[src/rtl/gray2bin_pipe.sv]
// Elastic, PIPE-stage Gray-to-binary decoder with valid/ready on both sides.
// Optional single-bit step checker is compiled in with `define GRAY2BIN_STEP_CHECK_EN.
module gray2bin_pipe #(
    parameter int DW   = 8,
    parameter int PIPE = 2
) (
    input  logic          clk,
    input  logic          rst_n,
    input  logic          in_valid,
    output logic          in_ready,
    input  logic [DW-1:0] gray,
    output logic          out_valid,
    input  logic          out_ready,
    output logic [DW-1:0] bin,
    output logic          step_err,
    output logic          err_seen
);

    localparam int SEG = (DW + PIPE - 1) / PIPE;

    // Decode only the bits of segment s; bits above it are already binary,
    // so r[i+1] at the segment's top edge is the carry from earlier stages.
    function automatic logic [DW-1:0] decode_seg(input logic [DW-1:0] w, input int s);
        logic [DW-1:0] r;
        int            hi;
        int            lo;
        r  = w;
        hi = DW - 1 - s * SEG;
        lo = DW - (s + 1) * SEG;
        for (int i = DW - 2; i >= 0; i--) begin
            if (i <= hi && i >= lo) begin
                r[i] = r[i+1] ^ r[i];
            end
        end
        return r;
    endfunction

    logic [DW-1:0]   data_p [PIPE];
    logic [PIPE-1:0] vld_p;
    logic [PIPE-1:0] ld;
    logic            in_xfer;

    // A stage may load when the output is being taken or any stage from it
    // down to the last is empty.
    always_comb begin
        logic tail_full;
        ld        = '0;
        tail_full = 1'b1;
        for (int s = PIPE - 1; s >= 0; s--) begin
            tail_full = tail_full & vld_p[s];
            ld[s]     = out_ready || !tail_full;
        end
    end

    assign in_ready = rst_n && ld[0];
    assign in_xfer  = in_valid && in_ready;

    always_ff @(posedge clk) begin
        if (!rst_n) begin
            vld_p <= '0;
        end else begin
            if (ld[0]) begin
                vld_p[0] <= in_valid;
            end
            for (int s = 1; s < PIPE; s++) begin
                if (ld[s]) begin
                    vld_p[s] <= vld_p[s-1];
                end
            end
        end
    end

    // Data registers carry no reset; the output is masked by the valid bit.
    always_ff @(posedge clk) begin
        if (in_xfer) begin
            data_p[0] <= decode_seg(gray, 0);
        end
        for (int s = 1; s < PIPE; s++) begin
            if (ld[s] && vld_p[s-1]) begin
                data_p[s] <= decode_seg(data_p[s-1], s);
            end
        end
    end

    assign out_valid = vld_p[PIPE-1];
    assign bin       = out_valid ? data_p[PIPE-1] : '0;

`ifdef GRAY2BIN_STEP_CHECK_EN
    function automatic int popcount(input logic [DW-1:0] x);
        int cnt;
        cnt = 0;
        for (int i = 0; i < DW; i++) begin
            cnt = cnt + int'(x[i]);
        end
        return cnt;
    endfunction

    logic [DW-1:0]   prev_gray;
    logic            have_prev;
    logic [PIPE-1:0] err_p;
    logic            seen_q;
    logic            step_bad;
    logic            out_xfer;

    assign step_bad = have_prev && (popcount(gray ^ prev_gray) > 1);
    assign out_xfer = vld_p[PIPE-1] && out_ready;

    always_ff @(posedge clk) begin
        if (!rst_n) begin
            prev_gray <= '0;
            have_prev <= 1'b0;
            err_p     <= '0;
            seen_q    <= 1'b0;
        end else begin
            if (in_xfer) begin
                prev_gray <= gray;
                have_prev <= 1'b1;
            end
            if (ld[0]) begin
                err_p[0] <= step_bad;
            end
            for (int s = 1; s < PIPE; s++) begin
                if (ld[s]) begin
                    err_p[s] <= err_p[s-1];
                end
            end
            if (out_xfer && err_p[PIPE-1]) begin
                seen_q <= 1'b1;
            end
        end
    end

    assign step_err = vld_p[PIPE-1] && err_p[PIPE-1];
    assign err_seen = seen_q;
`else
    assign step_err = 1'b0;
    assign err_seen = 1'b0;
`endif

endmodule
[config.mk]
export PLATFORM = sky130hd
export DESIGN_NAME = gray2bin_pipe
export DESIGN_NICKNAME = d
export VERILOG_FILES = /design/src/rtl/gray2bin_pipe.sv
export SDC_FILE = /design/constraint.sdc
export NUM_CORES = 1
export LEC_CHECK = 0
export ABC_AREA = 1
export BUFFER_PORTS_ARGS = -buffer_cell sky130_fd_sc_hd__buf_4
export CAP_MARGIN = 30
export CELL_PAD_IN_SITES_DETAIL_PLACEMENT = 2
export CELL_PAD_IN_SITES_GLOBAL_PLACEMENT = 2
export CORE_MARGIN = 4
export CORE_UTILIZATION = 27
export CTS_CLUSTER_DIAMETER = 120
export DETAILED_ROUTE_END_ITERATION = 7
export PLACE_DENSITY_LB_ADDON = 0.1
export SYNTH_ARGS = -nofsm -noshare
export SYNTH_HDL_FRONTEND = slang
export SYNTH_SLANG_ARGS = --single-unit
[constraint.sdc]
create_clock -name clk -period 1.5 [get_ports clk]
set_input_delay 0.075 -clock clk [delete_from_list [all_inputs] [get_ports clk]]
set_output_delay 0.075 -clock clk [all_outputs]
set_load 0.02 [all_outputs]
Word level (Yosys, flattened, before mapping)
Memories as Yosys holds them, arrays and structs flattened.
Index checks and enable logic that the tools add are counted.
{ "totals": {"mem_bits_rw": 16, "input_bits": 12, "ff_bits": 2, "mem_count": 1, "word_cells": 30} }
{ "memory_table": {"columns": ["name", "depth", "width", "rd", "rd_clocked_by_memory_dff", "wr", "line", "text"], "rows": [
  ["data_p", 2, 8, 2, 0, 2, "38", "logic [DW-1:0] data_p [PIPE];"]
]} }
{ "op_classes": {"n_mux": 12, "n_reduce_logical": 7, "bitwise_logic": 8} }
{ "ops": {"columns": ["operator", "n"], "rows": [
  ["2-to-1 mux 1 bit", 11],
  ["2-to-1 mux 8 bit", 1],
  ["bitwise XOR 1 bit", 7],
  ["logical AND 1 bit", 3],
  ["logical NOT 1 bit", 2],
  ["logical OR 1 bit", 2],
  ["bitwise AND 1 bit", 1]
]} }

Longest topological paths before layout
Gate-level depths: netlist of the first run.
{ "depth": {"word_depth": 10, "depth_mapped": 7} }

Least setup slack after synthesis of the first run
No wires, ideal clock.
{ "synth_timing": {"path_type": "register to register", "startpoint": "register vld_p[1]", "endpoint": "memory data_p[0][0] (enable)", "path_buffers": 1, "stages_incl_launch_ff": 5, "setup_time_ns": 0.385, "required_ns": 1.115, "arrival_ns": 1.347, "slack_ns": -0.233, "period_less_slack_ns": 1.733, "path_cell_list": "dfxtp_1 -> buf_4 -> nand2_1 -> nor2_1 -> nor3b_1"} }
{ "synth_lines": {"columns": ["item", "line", "text"], "rows": [
  ["from (decl)", "39", "logic [PIPE-1:0] vld_p;"],
  ["from (signal, indexed assignment)", "67", "vld_p[s] <= vld_p[s-1];"],
  ["to (decl)", "38", null]
]} }

Worst setup path in the final report of the first run
{ "layout_timing": {"startpoint": "register vld_p[1]", "endpoint": "output port in_ready"} }
{ "layout_between": {"elab_chain_cells": 4} }
{ "layout_lines": {"columns": ["item", "line", "text"], "rows": [
  ["bitwise AND 1 bit", "50", "tail_full = tail_full & vld_p[s];"],
  ["logical NOT 1 bit", "51", "ld[s] = out_ready || !tail_full;"],
  ["logical OR 1 bit", "51", null],
  ["logical AND 1 bit", "55", "assign in_ready = rst_n && ld[0];"],
  ["to (decl)", "10", "output logic in_ready,"]
]} }
No other way between the ends.

==> results of run 1 <==
flip-flops by register name, summed over array words and instances, names as in the netlist:
signal,cells
data_p,16
vld_p,2
cells by family after synthesis:
family,after synthesis,share of synthesized area [%]
xor+xnor,2,3.03
buf+inv,21,10.9
simple gates,38,21.5
compound gates,2,1.21
flops,18,62.9
other cells,1,0.453
stage by stage:
step | hold WS, ps | utilization (%) | cell area [µm²] | cells | total power, W
after floorplan | 174 | - | 836 | 83 | 0.000683
after global placement | 253 | 36.2 | 1030 | 135 | 0.000735
after detailed placement | 255 | 36.2 | 1030 | 135 | 0.000741
after CTS | 54.4 | 39.6 | 1130 | 145 | 0.00105
after global routing | 61.7 | 39.6 | 1130 | 145 | 0.00109
final | 58.4 | 39.6 | 1130 | 145 | 0.00103
repair_timing:
action | CTS | global route
endpoints found under the setup margin | 0 | 0
hold buffers | 6 | 0
buffers inserted | 0 | 0
endpoints found under the hold margin | 6 | 0
cell usage after synthesis:
library cell  count  area (µm²)
nor3b_1           1        7.51
buf_4             3        22.5
a21oi_1           2        10.0
nand2_1          21        78.8
edfxtp_1         16         480
nor2_1            5        18.8
conb_1            1        3.75
nand3_2           2        20.0
xnor2_1           1        8.76
dfxtp_1           2        40.0
nand3_1           7        35.0
xor2_2            1        16.3
inv_1            18        67.6
nor2_4            1        11.3
nand2_2           1        6.26
layer usage:
metal | GRT usage, % | vias to the layer above | part of all wire (%)
met2 | 13.7 | 19 | 51
met3 | 1.95 | 2 | 7.3
met5 | 0 | - | 0
met4 | 3.23 | 0 | 0.55
met1 | 8.71 | 282 | 41
li1 | - | 314 | -
worst paths after layout:
kind,to
hold / removal,vld_p[0]
setup reg to reg,data_p[0][8]
hold reg to reg,data_p[0][14]
setup / recovery,in_ready
worst max-delay path: stages, from the launching register on:
cell and delay (ps):
dfxtp_1 360, nand2_1 80, nor2_1 220, nor2_1 70, buf_4 160
power breakdown:
| group | switching (W) | internal (W) |
|---|---|---|
| combinational | 0.0000804 | 0.0000717 |
| clock | 0.000143 | 0.000148 |
| sequential | 0.00000993 | 0.000577 |
| total | 0.000234 | 0.000796 |
final cells by class:
cell class	instances	area (µm²)	area share, %
Timing Repair Buffer	30	240	21.3
Inverter	18	67.6	5.99
Tap cell	31	38.8	3.44
Multi-Input combinational cell	44	225	20.0
Sequential cell	18	520	46.1
Clock buffer	4	36.3	3.22
==> results.ini, run 1 <==
[run_status]
status=finished clean

[clock_tree]
cts_buffers=3
cts_tree=built
htree_num_levels=1
cts-resized-gates=0
clk_path_buf_depth=2
clock_sinks=18
clk_pin_slew_ps=100
clock_latency_ps=290
cts-root-buf=clkbuf_4

[detailed_routing]
dr_total_vias=617
initialDrtViolationCount=13
vias_per_cell=4.26
wl_per_cell_um=9.98
drtAntennaViolNets=0
dr.pass1.iters=3
drc=0
routed_wl_mm=1.45

[final_layout]
n_fill_cell=314
nNetsFinal=127
area_growth_pct=36.5
n_antenna_cell=0
final_common_cell=buf_4
layout_common_cells=buf_4 (24), nand2_1 (21), inv_1 (18)
drive_gt1_share_pct=29.8

[placed_design]
numPortBuffers=21
gp_congestion=0.665
place_ws_ps=269
dp_hpwl_mm=1.19

[logic_synthesis]
synth_area_um2=827
yosysWarnings=0
yosysUniqueCellTypes=15
ys_seq_elements=18
ys_seq_area_share_pct=62.9
synthCells=82
syn_area_per_cell_um2=10.1

[global_route]
grt_first_pass_wirelength_mm=2.52
grt_max_degree=11
antenna_found_initial=0
grtUsageTotal_pct=7.72
grt_pass1_vias=631
overflow=0

[floorplanning]
initial_core_util_pct=29.0
chipWidth_um=63.3
dieHeight_um=63.3
die_area_mm2=0.00401
boundaryPins=24
core_mm2=0.00285
rows=19

[worst_setup_path]
cp-start-kind=flop
arrival_ps=1170
rr_startpoint=data_p[0][4]
crit_required_ps=1420
crit_type=reg -> out
critPathLaunch=vld_p[1]
ff2ff_path_depth=6
cp-end-kind=output pin
cp_max_fo=3
r2r_slack_ps=270

[run]
maxCapViolCount=0

[sta]
finalSetupViolCount=0
fin_ws_ps=250
setup_tns_ps=0
worst_clock_skew_ps=2.54
slew_violations=0
fin_crit_sh_pct=83.3
grt_setup_unrepaired=false
finalHoldViolCount=0
fmax_ghz=0.800
finalCriticalPeriod_ps=1250

[min_path]
hp-class=in -> reg
hp-start=rst_n
hold_depth=3

[power]
leakage_nw=0.568
ir_drop_mv=0.413
power.density_mw_per_mm2=913

No activity file was read; power rests on OpenSTA's default activity.
==> run 2, diff against run 1 <==
- CORE_UTILIZATION: 27 -> 30
- clock period: 1.5 -> 1.2 ns (I/O delays scaled with it)
==> run 2 against run 1 <==
  * The run now ends with negative setup slack left
  * Core utilization is 8.6 points higher
  * Sequential share of layout area down 3.3 points
  * Wire length is 22% higher
  * Die area down 8.8%
  * Worst setup slack got worse by 340 ps
  * Hold slack got worse by 28 ps
==> results.ini, run 2 (synthesis results as in run 1) <==
[detailed_routing]
routed_wl_mm=1.77
dr_total_vias=624
initialDrtViolationCount=18
vias_per_cell=4.30
wl_per_cell_um=12.2
drc=0
drtAntennaViolNets=0
dr.pass1.iters=3

[clock_tree]
clock_sinks=18
clock_latency_ps=300
clk_pin_slew_ps=110
cts_tree=built
htree_num_levels=1
clk_path_buf_depth=2
cts-root-buf=clkbuf_4
cts_buffers=3

[global_route]
antenna_found_initial=0
grt_first_pass_wirelength_mm=2.85
grtUsageTotal_pct=10.8
overflow=0
grt_max_degree=11
grt_pass1_vias=657

[sta]
hold_ws_ps=30.2
grt_setup_unrepaired=true
finalCriticalPeriod_ps=1290
finalHoldViolCount=0
finalSetupViolCount=2
fin_ws_ps=-90.4
fin_crit_sh_pct=108
slew_violations=0
fmax_ghz=0.775
worst_clock_skew_ps=12.0

[run_status]
violations=negative setup slack
status=finished with violations

[worst_setup_path]
cp-start-kind=flop
cp-end-kind=flop
crit_type=reg -> reg
crit_required_ps=1260
cp_max_fo=4
arrival_ps=1350

[placed_design]
gp_congestion=0.685
numPortBuffers=21
dp_hpwl_mm=1.29
place_ws_ps=-5.55

[min_path]
hp-class=in -> reg

[final_layout]
area_growth_pct=48.1
layout_common_cells=buf_4 (24), nand2_1 (16), edfxtp_1 (16)
n_antenna_cell=0
n_fill_cell=275
largestRegisters=data_p (16), vld_p (2)
nNetsFinal=128
top_register=data_p
drive_gt1_share_pct=45.2
largest_register_ffs=16
final_common_cell=buf_4

[power]
ir_drop_mv=0.958
leakage_nw=0.595
power.density_mw_per_mm2=1100

[floorplanning]
dieHeight_um=60.5
rows=18
initial_core_util_pct=32.5
chipWidth_um=60.5
core_mm2=0.00254
die_area_mm2=0.00366
boundaryPins=24

[run]
maxCapViolCount=0

run 2: cell types whose count changed in the layout (fill, tap and decap cells not counted), sizes merged:
| cell | previous run | this run |
|---|---|---|
| dlygate4sd3 | 6 | 5 |
| buf | 24 | 26 |
run 2: report_power, final:
group	total, W	leakage [nW]	switching, W	internal [W]
clock network	0.000380	0.0210	0.000194	0.000185
registers	0.000738	0.167	0.0000172	0.000720
logic	0.000226	0.406	0.000120	0.000106
run 2: worst paths after layout:
kind	from	endpoint	slack, ps	depth (start not counted)
worst max register to register	data_p[0][4]	data_p[0][8]	-90	6
worst min-delay path	gray[4]	data_p[0][4]	30	3
worst max-delay path	data_p[0][4]	data_p[0][8]	-90	6
worst min register to register	data_p[0][6]	data_p[0][14]	440	0
run 2: area by class of cell:
type | count | area, µm² | share of cell area (%)
clock buffer | 4 | 36.3 | 2.96
inverter | 18 | 67.6 | 5.52
multi-input combinational | 44 | 298 | 24.3
sequential | 18 | 524 | 42.8
tap | 30 | 37.5 | 3.06
timing repair buffer | 31 | 262 | 21.3
run 2: metal layers:
| layer | track usage [%] | routed length, µm |
|---|---|---|
| met2 | 19.9 | 876 |
| met5 | 0 | 0 |
| met3 | 2.55 | 121 |
| met4 | 5.57 | 21 |
| met1 | 11.5 | 748 |
run 2: what timing repair did:
action                                  CTS  global route
endpoints found under the setup margin    2            10
endpoints found under the hold margin     5             0
setup buffers                             1             1
resized for setup                        11             5
hold buffers                              5             0
pin swaps                                 4             1
run 2: critical path, stage by stage (launching register included):
cell      delay [ps]
edfxtp_1         460
nand2_2          110
buf_4            140
nand3_1           90
nand3_2          100
nand3_2           80
nand2_1           60
run 2: through the flow:
stage / total power [W] / cell area, µm² / instances / util (%) / setup TNS (ps)
floorplan: 0.000861 / 863 / 83 / - / -601
global placement: 0.000931 / 1070 / 134 / 41.9 / 0
detailed placement: 0.000941 / 1070 / 134 / 41.9 / -5.55
CTS: 0.00134 / 1200 / 144 / 47.0 / -26.7
global route: 0.00141 / 1220 / 145 / 48.1 / -242
finish: 0.00134 / 1220 / 145 / 48.1 / -103
==> run 3, diff against run 2 <==
- CELL_PAD_IN_SITES_DETAIL_PLACEMENT: 2 -> 1
==> run 3 against run 2 <==
  * The run still ends with negative setup slack left
  * Worst setup slack improved by 30 ps
  * Critical path depth did not move
  * Flip-flop and latch count did not move
  * Sequential power barely moved
  * Combinational power barely moved
==> results.ini, run 3 (synthesis results as in run 1) <==
[run_status]
status=finished with violations
violations=negative setup slack

[floorplanning]
rows=18
boundaryPins=24
core_mm2=0.00254
chipWidth_um=60.5
initial_core_util_pct=32.5
dieHeight_um=60.5
die_area_mm2=0.00366

[placed_design]
gp_congestion=0.685
dp_hpwl_mm=1.04
dpl-instance-area_mm2=0.00107
numPortBuffers=21
placed_cells=134

[global_route]
overflow=0
grt_pass1_vias=569
grt_first_pass_wirelength_mm=2.33
grtUsageTotal_pct=8.93
antenna_found_initial=0
grt_max_degree=11

[worst_setup_path]
crit_required_ps=1260
crit_path_end=data_p[0][8]
ff2ff_path_depth=6
arrival_ps=1320
cp-end-kind=flop
r2r-end=data_p[0][8]
crit_type=reg -> reg
rr_startpoint=data_p[0][4]
r2r_slack_ps=-60
cp_max_fo=4
critPathLaunch=data_p[0][4]
cp-start-kind=flop

[sta]
hold_ws_ps=40.0
finalCriticalPeriod_ps=1260
finalHoldViolCount=0
worst_clock_skew_ps=6.74
grt_setup_unrepaired=true
fin_crit_sh_pct=105
finalSetupViolCount=3
setup_tns_ps=-104
fin_ws_ps=-60.8
slew_violations=0
fmax_ghz=0.793

[detailed_routing]
drc=0
dr.pass1.iters=3
drtAntennaViolNets=0
dr_total_vias=598
vias_per_cell=4.07
wl_per_cell_um=10.0
initialDrtViolationCount=2
routed_wl_mm=1.47

[final_layout]
largest_register_ffs=16
drive_gt1_share_pct=44.4
fin_area_mm2=0.00124
regArea_um2=524
multiInputGateArea_um2=305
top_register=data_p
nNetsFinal=130
stdcell_count=147
area_growth_pct=49.5
largestRegisters=data_p (16), vld_p (2)
layout_common_cells=buf_4 (26), edfxtp_1 (16), nand2_1 (15), inv_1 (15), dlygate4sd3_1 (6)
final_common_cell=buf_4
n_antenna_cell=0
n_fill_cell=282

[power]
leakage_nw=0.605
power_w=0.00127
ir_drop_mv=0.692
power.density_mw_per_mm2=1030

[clock_tree]
cts_buffers=3
clk_pin_slew_ps=100
htree_num_levels=1
clk_path_buf_depth=2
clock_latency_ps=290
cts-root-buf=clkbuf_4
clock_sinks=18
cts_tree=built

[min_path]
hp-class=in -> reg

[run]
maxCapViolCount=0

## run 3: cell count changes in the layout (fill, tap and decap cells not counted), sizes merged
cell / previous run / this run
buf: 26 / 27
dlygate4sd3: 5 / 6
## run 3: metal layers
metal	vias up	part of all wire [%]	GRT usage (%)
li1	321	-	-
met1	252	38	10.3
met2	21	51	15.1
met3	4	8.2	2.55
met4	0	2.3	4.64
met5	-	0	0
## run 3: layout make-up
cell class,instances,share of cell area (%)
Clock buffer,4,2.13
Inverter,18,5.47
Multi-Input combinational cell,44,24.7
Sequential cell,18,42.4
Tap cell,30,3.04
Timing Repair Buffer,33,22.3
## run 3: what timing repair did
action / 4_1_cts / 5_1_grt
gates cloned: 0 / 0
hold buffers: 6 / 0
hold endpoints to repair: 6 / 0
endpoints found under the setup margin: 2 / 12
setup buffers: 1 / 2
pin swaps: 1 / 8
resized for setup: 9 / 8
## run 3: worst max-delay path: stages (launching register included)
cell and delay, ps:
edfxtp_1 500, inv_2 140, nand2_2 80, nand3_4 80, nand3_1 80, nand3_1 80
nand2_1 60
## run 3: worst min-delay path by stage
stage                        from            to  slack, ps  cells past startpoint
after CTS                 gray[4]  data_p[0][4]         30                      3
after global routing      gray[4]  data_p[0][4]         40                      3
after floorplan           gray[0]  data_p[0][0]        160                      0
after detailed placement  gray[1]  data_p[0][1]        240                      1
after global placement    gray[0]  data_p[0][0]        240                      1
final                     gray[4]  data_p[0][4]         40                      3
## run 3: per-stage QoR
step	worst slack, ps	utilization [%]
3_5_place_dp	-3.70	41.9
6_report	-60.8	48.6
3_3_place_gp	52.2	41.9
4_1_cts	5.64	46.7
5_1_grt	-142	48.6
2_1_floorplan	-75.1	-
## run 3: power by group
group	total, W	switching (W)	internal, W
sequential	0.000738	0.0000179	0.000720
combinational	0.000228	0.000117	0.000112
clock	0.000302	0.000173	0.000129
total	0.00127	0.000307	0.000961
